===== src/rtl/hex_scan_scheduler.sv =====
// Time-multiplexed scan scheduler for a shared hex seven-segment decoder.
// Shadow digit state is committed to the active set only at frame boundaries.
module hex_scan_scheduler #(
  parameter int NUM_DIGITS = 4,
  parameter int DIG_W      = 2,
  parameter int DIV        = 50000,
  parameter int CNT_W      = 16
) (
  input  logic                  clk,
  input  logic                  reset,
  input  logic                  enable,
  input  logic                  wr_valid,
  output logic                  wr_ready,
  input  logic [DIG_W-1:0]      wr_digit,
  input  logic [3:0]            wr_value,
  input  logic                  wr_blank,
  output logic [3:0]            dec_nibble,
  output logic [NUM_DIGITS-1:0] dig_sel,
  output logic                  frame_done
);

  localparam int IDX_W = (NUM_DIGITS > 1) ? $clog2(NUM_DIGITS) : 1;
  localparam logic [DIG_W-1:0] LAST_IDX = DIG_W'(NUM_DIGITS - 1);
  localparam logic [CNT_W-1:0] CNT_LAST = CNT_W'(DIV - 1);
  localparam logic [NUM_DIGITS-1:0] SEL_ONE = NUM_DIGITS'(1);

  typedef enum logic [1:0] {
    IDLE,
    SCAN,
    GUARD
  } state_t;

  state_t state_q, state_d;
  logic [DIG_W-1:0] index_q, index_d;
  logic [CNT_W-1:0] counter_q, counter_d;

  logic [NUM_DIGITS-1:0][3:0] shadow_val_q, shadow_val_d;
  logic [NUM_DIGITS-1:0]      shadow_blank_q, shadow_blank_d;
  logic [NUM_DIGITS-1:0][3:0] active_val_q, active_val_d;
  logic [NUM_DIGITS-1:0]      active_blank_q, active_blank_d;

  logic [3:0]            dec_nibble_q, dec_nibble_d;
  logic [NUM_DIGITS-1:0] dig_sel_q, dig_sel_d;
  logic                  frame_done_q, frame_done_d;
  logic                  wr_ready_q, wr_ready_d;

  logic             wrap;
  logic             wr_accept;
  logic [IDX_W-1:0] wr_idx;
  logic [IDX_W-1:0] scan_idx;

  assign wrap      = (index_q == LAST_IDX);
  assign wr_accept = wr_valid & wr_ready_q;
  assign wr_idx    = wr_digit[IDX_W-1:0];
  assign scan_idx  = index_d[IDX_W-1:0];

  // Out-of-range digit indices complete the handshake but touch nothing.
  always_comb begin
    shadow_val_d   = shadow_val_q;
    shadow_blank_d = shadow_blank_q;
    if (wr_accept && (32'(wr_digit) < NUM_DIGITS)) begin
      shadow_val_d[wr_idx]   = wr_value;
      shadow_blank_d[wr_idx] = wr_blank;
    end
  end

  always_comb begin
    state_d        = state_q;
    index_d        = index_q;
    counter_d      = counter_q;
    active_val_d   = active_val_q;
    active_blank_d = active_blank_q;

    if (!enable) begin
      state_d   = IDLE;
      index_d   = '0;
      counter_d = '0;
    end else begin
      unique case (state_q)
        IDLE: begin
          state_d   = SCAN;
          index_d   = '0;
          counter_d = '0;
        end
        SCAN: begin
          if (counter_q == CNT_LAST) begin
            state_d   = GUARD;
            counter_d = '0;
          end else begin
            counter_d = counter_q + CNT_W'(1);
          end
        end
        GUARD: begin
          state_d = SCAN;
          index_d = wrap ? '0 : index_q + DIG_W'(1);
        end
        default: begin
          state_d   = IDLE;
          index_d   = '0;
          counter_d = '0;
        end
      endcase
    end

    // Idle tracks the shadow continuously; while scanning it only commits after the last guard.
    if ((state_q == IDLE) || ((state_q == GUARD) && wrap)) begin
      active_val_d   = shadow_val_q;
      active_blank_d = shadow_blank_q;
    end
  end

  // Outputs are decoded from the next state so they line up with the state register.
  always_comb begin
    dec_nibble_d = '0;
    dig_sel_d    = '0;
    frame_done_d = 1'b0;
    wr_ready_d   = 1'b1;
    unique case (state_d)
      SCAN: begin
        if (!active_blank_d[scan_idx]) begin
          dec_nibble_d = active_val_d[scan_idx];
          dig_sel_d    = SEL_ONE << index_d;
        end
      end
      GUARD: begin
        if ((state_q == SCAN) && wrap) begin
          frame_done_d = 1'b1;
          wr_ready_d   = 1'b0;
        end
      end
      default: begin
        dec_nibble_d = '0;
      end
    endcase
  end

  always_ff @(posedge clk or posedge reset) begin
    if (reset) begin
      state_q        <= IDLE;
      index_q        <= '0;
      counter_q      <= '0;
      shadow_val_q   <= '0;
      shadow_blank_q <= '1;
      active_val_q   <= '0;
      active_blank_q <= '1;
      dec_nibble_q   <= '0;
      dig_sel_q      <= '0;
      frame_done_q   <= 1'b0;
      wr_ready_q     <= 1'b1;
    end else begin
      state_q        <= state_d;
      index_q        <= index_d;
      counter_q      <= counter_d;
      shadow_val_q   <= shadow_val_d;
      shadow_blank_q <= shadow_blank_d;
      active_val_q   <= active_val_d;
      active_blank_q <= active_blank_d;
      dec_nibble_q   <= dec_nibble_d;
      dig_sel_q      <= dig_sel_d;
      frame_done_q   <= frame_done_d;
      wr_ready_q     <= wr_ready_d;
    end
  end

  assign dec_nibble = dec_nibble_q;
  assign dig_sel    = dig_sel_q;
  assign frame_done = frame_done_q;
  assign wr_ready   = wr_ready_q;

endmodule


===== config.mk =====
export PLATFORM = sky130hd
export DESIGN_NAME = hex_scan_scheduler
export DESIGN_NICKNAME = d
export VERILOG_FILES = /design/src/rtl/hex_scan_scheduler.sv
export SDC_FILE = /design/constraint.sdc
export NUM_CORES = 1
export LEC_CHECK = 0
export CAP_MARGIN = 5
export CORE_MARGIN = 3
export CORE_UTILIZATION = 53
export DETAILED_ROUTE_END_ITERATION = 8
export GPL_TIMING_DRIVEN = 0
export PLACE_DENSITY = 0.73
export SLEW_MARGIN = 20
export SYNTH_ARGS = -nofsm -noshare
export SYNTH_HDL_FRONTEND = slang
export SYNTH_SLANG_ARGS = --single-unit

===== constraint.sdc =====
create_clock -name clk -period 6.5 [get_ports clk]
set_clock_uncertainty 0.15 [all_clocks]
set_input_delay 1.3 -clock clk [delete_from_list [all_inputs] [get_ports clk]]
set_output_delay 1.3 -clock clk [all_outputs]
set_load 0.01 [all_outputs]

* Yosys cells after proc, flatten, opt, wreduce, memory -nomap -nowiden
Cells that the tools add are included.
** Storage, ports and cells
- Latch bits :: 0
- Bits of input ports :: 11
- Bits in writable memories :: 0
- Word-level logic and storage cells :: 66
- Bits in read-only memories :: 0
- Register bits :: 70
- Memories :: 0
- Output and inout bits :: 10
** Operators by class
- Add/subtract/negate cells :: 2
- $mul :: 0
- Divide/modulo/power cells :: 0
- $lt $le $gt $ge :: 3
- Multiplexer cells :: 29
- Shift operators :: 1
- Bitwise gates (word level) :: 1
- Reduce and logical (&&, ||, !) cells :: 6
- Equal/unequal tests :: 7
** Operator list (number)
- 16-bit 2-to-1 mux :: 3
- 16-bit one-hot mux with 2 select lines :: 1
- 4-bit 2-to-1 mux :: 7
- 16-bit by 1-bit adder with 16-bit output, second input constant :: 1
- 16-bit bitwise mux :: 1
- 16-bit equality test, second input constant :: 1
- 4-bit binary-select mux with 2-bit select :: 1
- 4-bit demux with 2-bit select :: 1
- 2-bit 2-to-1 mux :: 4
- 2-bit one-hot mux with 2 select lines :: 2
- 2-bit equality test, second input constant :: 3
- 2-bit by 3-bit < comparator with 1-bit output, second input constant :: 2
- 1-bit 2-to-1 mux :: 6
- 4-bit bitwise mux :: 1
- 2-bit by 1-bit equality test with 1-bit output, second input constant :: 2
- 1-bit by 2-bit << shifter with 4-bit output, first input constant :: 1
- 1-bit logical AND :: 3
- 2-bit by 1-bit adder with 2-bit output, second input constant :: 1
- 1-bit binary-select mux with 2-bit select :: 1
- 1-bit demux with 2-bit select :: 1
- 2-bit by 1-bit >= comparator with 1-bit output, second input constant :: 1
- 2-bit logical NOT :: 1
- 2-bit inequality test, second input constant :: 1
- 2-bit OR reduction :: 1
- other kinds (2) :: 2

* Depth between registers and ports, before layout
- Depth in word-level cells :: 8
- Depth in mapped cells :: 9
- Gate-level depth less buffers :: 7

* Least setup slack after synthesis
No wires, ideal clock.
- Kind :: in2reg
- From :: input port enable
- To :: register counter_q[7]
- Arrival time :: 2.272 ns
- Cell stages on the path :: 5
- Library setup time :: 0.121 ns
- Path slack :: 3.957 ns
- Cell sequence :: nand2_1 > nand4_1 > or2_2 > a21o_1 > a22o_1
** On the way
- Longest elaborated chain between the ends :: 1
- Elaborated cells on any way between the ends :: 2
** RTL lines
- start: declaration :: RTL line 11 : input logic enable,
- 2-bit inequality test (no source line) or 16-bit 2-to-1 mux (tied branches)
- end signal: assignment :: RTL line 153 : counter_q <= counter_d;
- end: declaration :: RTL line 35 : logic [CNT_W-1:0] counter_q, counter_d;
Several ways; a longest one is shown, not always the timed one.
A chain may end at the register's enable or synchronous reset.

* Worst setup path in the final report
- From :: input port enable
- To :: register dec_nibble_q[1], in the netlist dec_nibble[1]
** On the way
- Longest elaborated chain between the ends :: 5
- Elaborated cells on any way between the ends :: 9
** RTL lines
- 2-bit 2-to-1 mux :: RTL line 74 : if (!enable) begin
- 4-bit binary-select mux with 2-bit select or 1-bit binary-select mux with 2-bit select (tied branches) :: RTL line 121, 120
- 4-bit 2-to-1 mux (implied by the code) or 1-bit 2-to-1 mux (tied branches) :: RTL line 121, 120
- 4-bit 2-to-1 mux :: RTL line 120 : if (!active_blank_d[scan_idx]) begin
- 4-bit 2-to-1 mux * :: RTL line 118 : unique case (state_d)
- via dec_nibble_d[1] :: RTL line 42 : logic [3:0] dec_nibble_q, dec_nibble_d;
- end signal: assignment :: RTL line 158 : dec_nibble_q <= dec_nibble_d;
- end: declaration :: RTL line 42
The timed path passes the listed nets; every way through them passes the cells marked *. The select of a mux whose other input is x is not followed.

==> run_results.csv <==
group,metric,value,unit
die,top_level_ports,21,
setup_path,timing.critical_path.to_type,"register",
die,die-area,0.006939,mm^2
power,max-vdd-ir-drop,0.0001796,V
setup_path,cpPeakStageDelay,0.60,ns
yosys,yosys_warnings,0,
setup_path,crit_fanout,7,
grt,residual_overflow_from_global_routing,0,
clock_tree,count_of_buffers_added_by_post_cts_timing_repair_for_setup,0,
setup_path,cpMaxStageDelayCell,"sky130_fd_sc_hd__clkdlybuf4s50_1",
routing,final_antenna_net_count,0,
sta,rsz0062_at_grt,"no",
grt,grt_pass1_vias,2042,
setup_path,worstSetupPathType,"input port to register",
finish,area.growth.synth_to_final,15.88,%
routing,dr.pass1.iters,4,
finish,final.fill_count,445,
yosys,ys_dominant_reg_cell,"sky130_fd_sc_hd__dfrtp_1",
finish,nets,309,
finish,antennaDiodeCount,0,
place,post_dp_cell_area,0.003487,mm^2
sta,setup_viol,0,
clock_tree,later_pin_clock_latency_in_the_skew_report,0.34,ns
routing,drc_errors,0,
yosys,yosysUniqueCellTypes,45,
finish,drive_above_1_share,27.61,%
grt,antenna_found_initial,0,
yosys,ys_seq_area_share,55.67,%
setup_path,cp_num_buf_inv,1,
setup_path,timing.critical_path.required,6.61,ns
sta,worst_slew_margin_rel,42.24,%
setup_path,startpoint_type,"input port",
routing,detail_route.wl_per_cell,16.54,um
yosys,cell_count_after_synthesis,260,
yosys,synth-seq-cells,70,
routing,via_cell_ratio,5.780,
yosys,synth_enable_flop_cells,0,
grt,grt_max_degree,56,
setup_path,critical_path.top_delay_family,"compound AO/OA/AOI/OAI gates",
setup_path,r2r_start,"state_q[0]$_DFF_PP0_",
clock_tree,tritoncts,"yes",
sta,fmaxAchievable,329.8,MHz
die,core,0.005642,mm^2
sta,post-route-min-period,3.032,ns
grt,first_pass_grt_wire_length,10370,um
setup_path,timing.rr.end,"dec_nibble[2]$_DFF_PP0_",
yosys,syn_avg_cell_area,12.18,um^2
status,status,"completed",
yosys,synth_async_sr_flop_share,100.0,%
power,p_per_area,273.4,mW/mm^2
setup_path,path_cells,"clkdlybuf4s50_1, nand2_1, a31oi_2, a2bb2oi_1, o211ai_2, a211oi_2",
min_path,worstHoldEndpoint,"active_val_q[13]$_DFF_PP0_",
power,power_leakage,0.001559,uW
yosys,syn_area,0.003167,mm^2
clock_tree,ctsLongestPathBuffers,2,
clock_tree,clock_sink_count,70,
finish,final_area,0.003670,mm^2
place,gpl.final_weighted_congestion,0.8028,
sta,tightest_slew,0.8597,ns
clock_tree,number_of_cells_upsized_or_downsized_after_cts,0,
clock_tree,htreeDepth,3,
finish,multiInputGateArea,0.001323,mm^2
sta,holdWs,0.3488,ns
min_path,holdCritStartpoint,"active_val_q[13]$_DFF_PP0_",
min_path,holdCritPathClass,"register to register",
place,port_buffers,20,
clock_tree,cts_root_buf,"sky130_fd_sc_hd__clkbuf_8",
die,placement_rows,27,
routing,detailroute.via_count,2133,
clock_tree,cts_hold_buffers,0,
die,die_height,83.30,um
routing,wl,6102,um
min_path,timing.hold.worst_path_depth,1,
die,die_width,83.30,um
place,detailedPlacementHpwl,4190,um
sta,hold_violations,0,
grt,globalRouteTotalUtil,19.26,%
sta,timing_max_transition_violations_final,0,
finish,regArea,0.001763,mm^2
clock_tree,clock_transition_at_path_regs,0.08,ns
setup_path,r2r_slack,3.70,ns
job,max_cap_violations,0,
setup_path,cp_data_arrival_time,3.14,ns
routing,detailed_router_s_first_iteration_violation_count,149,
clock_tree,cts-buffers-inserted,9,
die,starting_density_of_the_core,56.13,%
sta,totalNegativeSetupSlack,0,ns
sta,timing.final.crit_share,46.64,%
setup_path,rr_worst_depth,9,
yosys,syn-num-nets,277,
-- how the worst max path moves through the flow --
stage / cells after the start / start / end / slack, ns
floorplan: 1 / reset / active_val_q[0]$_DFF_PP0_ / 3.30
global placement: 2 / reset / shadow_val_q[10]$_DFFE_PP0P_ / 2.13
detailed placement: 6 / enable / dec_nibble[1]$_DFF_PP0_ / 3.11
CTS: 6 / enable / dec_nibble[1]$_DFF_PP0_ / 3.48
global route: 6 / enable / dig_sel[3]$_DFF_PP0_ / 3.34
finish: 6 / enable / dec_nibble[1]$_DFF_PP0_ / 3.47
-- layer usage --
| layer | global-route usage [%] | part of all wire, % | up-vias | wire (um) |
|---|---|---|---|---|
| li1 | - | - | 1004 | - |
| met1 | 27.36 | 48 | 1069 | 2902 |
| met2 | 28.13 | 46 | 51 | 2799 |
| met3 | 5.159 | 4.9 | 9 | 299 |
| met4 | 7.578 | 1.6 | 0 | 100 |
| met5 | 0 | 0 | - | 0 |
-- sequential cells by signal (all words and copies together) (netlist names) --
signal	cells
shadow_blank_q	4
dig_sel	4
active_val_q	16
wr_ready	1
dec_nibble	4
counter_q	16
active_blank_q	4
frame_done	1
state_q	2
index_q	2
shadow_val_q	16
-- Yosys cell counts (all sizes together), types with 4 or more instances --
master  instances  area [um^2]
mux2           40        454.2
nor3            7        35.03
xnor2           6        52.55
nand3           5        25.02
o21ai           6        30.03
inv            13        48.80
nor2           19        71.32
buf             4        28.78
a211oi          4        45.05
ha              6        75.07
mux2i           6        60.06
dfrtp          61         1526
nand2          22        82.58
o22ai           4        25.02
dfstp           9        236.5
a21oi           5        25.02
and3            4        25.02
nand4           4        25.02
-- power by group --
group	switching [uW]	total [uW]	internal (uW)
Clock	168	318	150
Sequential	22.3	529	507
Combinational	72.3	156	83.4
-- logic make-up after synthesis --
group,Yosys count,share of synthesized area [%]
multiplexers,46,16.24
AND/OR/NAND/NOR,76,12.45
AO/OA/AOI/OAI,38,9.048
XOR/XNOR,6,1.659
buffers and inverters,18,2.568
adder cells (fa/ha/maj),6,2.371
flip-flops,70,55.67
-- area by class of cell --
| type | instances | share of cell area [%] |
|---|---|---|
| Sequential cell | 70 | 48.04 |
| Multi-Input combinational cell | 172 | 36.04 |
| Timing Repair Buffer | 21 | 6.205 |
| Clock buffer | 10 | 3.750 |
| Tap cell | 72 | 2.455 |
| Inverter | 13 | 1.398 |
| Clock inverter | 6 | 1.227 |
| Buffer | 5 | 0.8865 |
-- placed cells by master, fill, tap and decap left out, types with 5 or more instances in the layout --
cell type / netlist / routed
sky130_fd_sc_hd__clkdlybuf4s50_1: 0 / 20
sky130_fd_sc_hd__nor2_1: 19 / 19
sky130_fd_sc_hd__mux2_2: 39 / 39
sky130_fd_sc_hd__nand3_1: 5 / 5
sky130_fd_sc_hd__nand2_1: 22 / 22
sky130_fd_sc_hd__dfstp_2: 9 / 9
sky130_fd_sc_hd__mux2i_1: 6 / 6
sky130_fd_sc_hd__a21oi_1: 5 / 5
sky130_fd_sc_hd__nor3_1: 7 / 7
sky130_fd_sc_hd__ha_1: 6 / 6
sky130_fd_sc_hd__clkbuf_8: 0 / 10
sky130_fd_sc_hd__o21ai_0: 6 / 6
sky130_fd_sc_hd__xnor2_1: 6 / 6
sky130_fd_sc_hd__dfrtp_1: 61 / 61
sky130_fd_sc_hd__inv_1: 13 / 12
-- metrics by stage --
step                      utilization [%]  total power (uW)  setup WS [ns]  std cells
after floorplan                         -             644.5          3.297        260
after global placement              61.28             684.2          2.130        352
after detailed placement            61.81             694.1          3.115        353
after CTS                           65.05              1017          3.484        369
after global routing                65.05              1063          3.339        369
final                               65.05              1003          3.468        369
Power figures use the tool's default switching activity.
